### src/rtl/or_event_aggregator.sv
// rtl/or_event_aggregator.sv - N-channel masked OR with sticky flags, clear handshake and pulse stretcher
// Optional OR_EVENT_EDGE_EN: flags/stretch trigger on rising edges instead of levels.
module or_event_aggregator #(
    parameter int N       = 3,
    parameter int STRETCH = 4
) (
    input  logic         i_clk,
    input  logic         i_rst_n,
    input  logic [N-1:0] i_in,
    input  logic [N-1:0] i_mask,
    input  logic         i_clr,
    input  logic [N-1:0] i_clr_sel,
    output logic         o_y,
    output logic [N-1:0] o_flags,
    output logic         o_y_sticky,
    output logic         o_y_stretch,
    output logic         o_clr_ack
);
    localparam int CW = $clog2(STRETCH + 1);

    logic [N-1:0]  w_qual;
    logic [N-1:0]  w_ev;
    logic          w_any_ev;
    logic [CW-1:0] w_cnt_nxt;

    logic          r_y;
    logic [N-1:0]  r_flags;
    logic          r_clr_ack;
    logic [CW-1:0] r_cnt;
    logic          r_y_stretch;

    assign w_qual = i_in & ~i_mask;

`ifdef OR_EVENT_EDGE_EN
    logic [N-1:0] r_prev;

    // History tracks the raw line so unmasking a held line does not fake an edge.
    always_ff @(posedge i_clk or negedge i_rst_n) begin
        if (!i_rst_n) begin
            r_prev <= '0;
        end else begin
            r_prev <= i_in;
        end
    end

    assign w_ev = w_qual & ~r_prev;
`else
    assign w_ev = w_qual;
`endif

    assign w_any_ev = |w_ev;

    always_comb begin
        w_cnt_nxt = r_cnt;
        if (w_any_ev) begin
            w_cnt_nxt = CW'(STRETCH);
        end else if (r_cnt != '0) begin
            w_cnt_nxt = r_cnt - CW'(1);
        end
    end

    always_ff @(posedge i_clk or negedge i_rst_n) begin
        if (!i_rst_n) begin
            r_y         <= 1'b0;
            r_flags     <= '0;
            r_clr_ack   <= 1'b0;
            r_cnt       <= '0;
            r_y_stretch <= 1'b0;
        end else begin
            r_y         <= |w_qual;
            // Set has priority over a same-cycle clear.
            r_flags     <= w_ev | (r_flags & ~({N{i_clr}} & i_clr_sel));
            r_clr_ack   <= i_clr;
            r_cnt       <= w_cnt_nxt;
            r_y_stretch <= (w_cnt_nxt != '0);
        end
    end

    assign o_y         = r_y;
    assign o_flags     = r_flags;
    assign o_y_sticky  = |r_flags;
    assign o_y_stretch = r_y_stretch;
    assign o_clr_ack   = r_clr_ack;
endmodule

### config.mk
export PLATFORM = sky130hd
export DESIGN_NAME = or_event_aggregator
export DESIGN_NICKNAME = d
export VERILOG_FILES = /design/src/rtl/or_event_aggregator.sv
export SDC_FILE = /design/constraint.sdc
export NUM_CORES = 1
export LEC_CHECK = 0
export BUFFER_PORTS_ARGS = -buffer_cell sky130_fd_sc_hd__buf_2
export CAP_MARGIN = 30
export CORE_AREA = 2 2 39 41
export CTS_CLUSTER_DIAMETER = 50
export CTS_CLUSTER_SIZE = 24
export DETAILED_ROUTE_END_ITERATION = 10
export DIE_AREA = 0 0 41 43
export RECOVER_POWER = 100
export SYNTH_ARGS = -nofsm -noshare
export SYNTH_HDL_FRONTEND = slang
export SYNTH_SLANG_ARGS = --single-unit
### constraint.sdc
create_clock -name i_clk -period 1.6 [get_ports i_clk]
set_input_delay 0.16 -clock i_clk [delete_from_list [all_inputs] [get_ports i_clk]]
set_output_delay 0.16 -clock i_clk [all_outputs]
set_load 0.1 [all_outputs]
==> metrics.txt <==
Setup Viol. Count Final=0; Post-DRT Antenna Nets=0; Tot GR Track Use=0.129; max incr delay on CP=roughly 0.38 ns; FILL cells=between 150 and 200; Max-Cap Viols=0; crit-path most repeated cell=ha_1; Worst-path clk slew=0.06 ns; CP cell instances=inv_1 > ha_1 > ha_1 > nor2b_2 > mux2i_1 > or3_1; internal power=approximately 470 uW; peak supply drop=approximately 0.46 mV; Antenna diodes=0; Seq cells post-synth=9; measured slew at the worst slew-check pin=0.540 ns; Pwr Total=about 800 uW; met3 Usage GRT=0.0471; total core area=around 1400 um^2; placed cell area=approximately 540 um^2; CTS tree=built; Clk pwr share=0.226; M1 GR Usage=0.148; slowest CP cell=dfrtp_1; slew margin rel.=0.642; combinational share of power=0.410; Die H=around 43 um; GRT busiest layer=met2; Finished Core Util=0.407; Placed Cells=72; vias in the first global route=330; Synth area leaders=dfrtp_1, ha_1, nand2_1; endpoint class of the critical path=flip-flop; CTS buffer count=3; IO buf count=18; global-route wire length before repair=approximately 1.4 mm; P&R area growth vs syn=33.5%; CTS Buffer Depth=2; Synth cell types=16; Via Count=between 300 and 400; Final #Nets=between 70 and 80; final instance area=about 560 um^2; full die area=approximately 1800 um^2; clock skew=0.00292 ns; CP startpoint kind=flip-flop; Power Density=roughly 1400 nW/um^2; status=finished clean; Arr. time, crit path=1.63 ns; Synth top cells by count=dfrtp_1, nand2_1, inv_1, ha_1; DRC errors left=0; drt first pass iters=2; average size of a mapped cell=approximately 11 um^2; total negative slack=0 ns; RSZ-0062 raised after global routing=false; cell taking the most area after synthesis=dfrtp_1; routed len/inst=10.9 um; Synth Warn #=0; Clock Latency Late Sink=about 0.26 ns; largest net degree at the start of global routing=10; hold crit path type=in -> reg; critical path required time=about 1.7 ns; Crit Path Category=reg -> reg; DR vias/cell=between 4 and 5; Initial DRC Count=1; leakage=0.302 nW; fraction of registers with async set/reset=1.00; final worst path period share=0.932; non-filler cells, final=78; initial antenna violation count=0; syn_nets=53; overall die width=between 40 and 50 um; H-tree Lvls=1; fmax=671 MHz; post-layout minimum cycle time=1.49 ns; Slew Limit Fails=0; Yosys top cell area share=0.534; GRT overflow=0; clock sink count=9; setup slack after layout=about 0.11 ns; final RePlAce weighted congestion=0.712; Cell Area, Synth=about 420 um^2; crit path max fanout=3; P_sw=roughly 330 uW; cell with the most instances after synthesis=dfrtp_1; Rows=14; Hold WS=between 0.07 and 0.08 ns; share of layout cells above drive strength 1=0.419; sequential fraction of the synthesis area=0.534; M2 GR Usage=0.175; final hold violations=0; top_reg_cell synth=dfrtp_1; Boundary Pins=19; root buf cell=clkbuf_4; number of flops mapped to enable cells by yosys=0; pre-CTS setup slack=0.0661 ns; switching share of power=0.416; WL final=~850 um; Syn Inst Count=38; Initial Util=0.305; Reg power frac=0.364
-- cell usage in the layout, fill, tap and decap left out --
cell,instances
nand2b_4,1
and2b_1,1
buf_4,1
or3_4,1
dfrtp_1,9
ha_1,3
nand2_1,7
buf_2,10
mux2i_1,1
nor3_1,1
o21ai_0,2
nor2_1,1
dlygate4sd3_1,1
clkbuf_4,3
inv_2,2
o221ai_1,1
xor2_1,1
inv_1,4
or2_2,1
clkbuf_1,3
nor2b_2,1
clkbuf_2,6
or3_1,1
-- path summary, 6_finish.rpt --
path | start | end | slack [ns] | cells past startpoint
setup / recovery | r_cnt[0] | o_y_stretch | 0.11 | 6
hold / removal | i_clr | o_clr_ack | 0.07 | 1
setup reg to reg | r_cnt[0] | o_y_stretch | 0.11 | 6
hold reg to reg | o_flags[2] | o_flags[2] | 0.52 | 2
max in group asynchronous | i_rst_n | r_cnt[2] | 0.89 | 2
min in group asynchronous | i_rst_n | o_flags[2] | 0.38 | 2
-- layout make-up --
type	count	area [um^2]	share of cell area
inverters	6	22.5	0.0400
clock buffers	4	26.3	0.0467
well taps	16	20.0	0.0356
multi-input cells	23	164	0.291
flip-flops and latches	9	225	0.400
repair buffers	20	105	0.187
-- cells by family (layout without fill, tap and decap cells) --
group	Yosys count	count (layout)	share of synthesized area
flops	9	9	0.534
fa+ha+maj	3	3	0.0890
mux	1	1	0.0237
compound gates	3	3	0.0861
buf+inv	6	30	0.0534
simple gates	15	15	0.193
xor+xnor	1	1	0.0208
-- power by group through the flow --
stage / clock (mW) / sequential (mW) / combinational [mW]
finish: 0.181 / 0.291 / 0.328
global route: 0.213 / 0.295 / 0.357
CTS: 0.188 / 0.293 / 0.321
detailed placement: 0 / 0.297 / 0.317
global placement: 0 / 0.296 / 0.315
floorplan: 0 / 0.417 / 0.131
-- repair_timing --
item                                    in CTS  in global routing
endpoints found under the setup margin       0                  1
hold endpoints to repair                     9                  0
resized for setup                            0                  1
hold buffers                                 1                  0
setup buffers                                0                  1
-- per-layer routing --
| layer | up-vias | part of all wire |
|---|---|---|
| met3 | 4 | 0.032 |
| met5 | - | 0 |
| met1 | 151 | 0.42 |
| met4 | 0 | 0.035 |
| li1 | 168 | - |
| met2 | 8 | 0.52 |
-- worst max-delay path, delay by kind of cell, from the launching register on --
kind | cells | cell delay [ns]
DFF | 1 | 0.38
buffers and inverters | 1 | 0.06
adders and majority gates | 2 | 0.42
and+or+nand+nor | 2 | 0.44
muxes | 1 | 0.07
-- sequential cells by signal, indices dropped and copies added, names as in the netlist --
| register | count |
|---|---|
| r_cnt | 3 |
| o_y_stretch | 1 |
| o_flags | 3 |
| o_clr_ack | 1 |
| o_y | 1 |
Power figures use the tool's default switching activity.
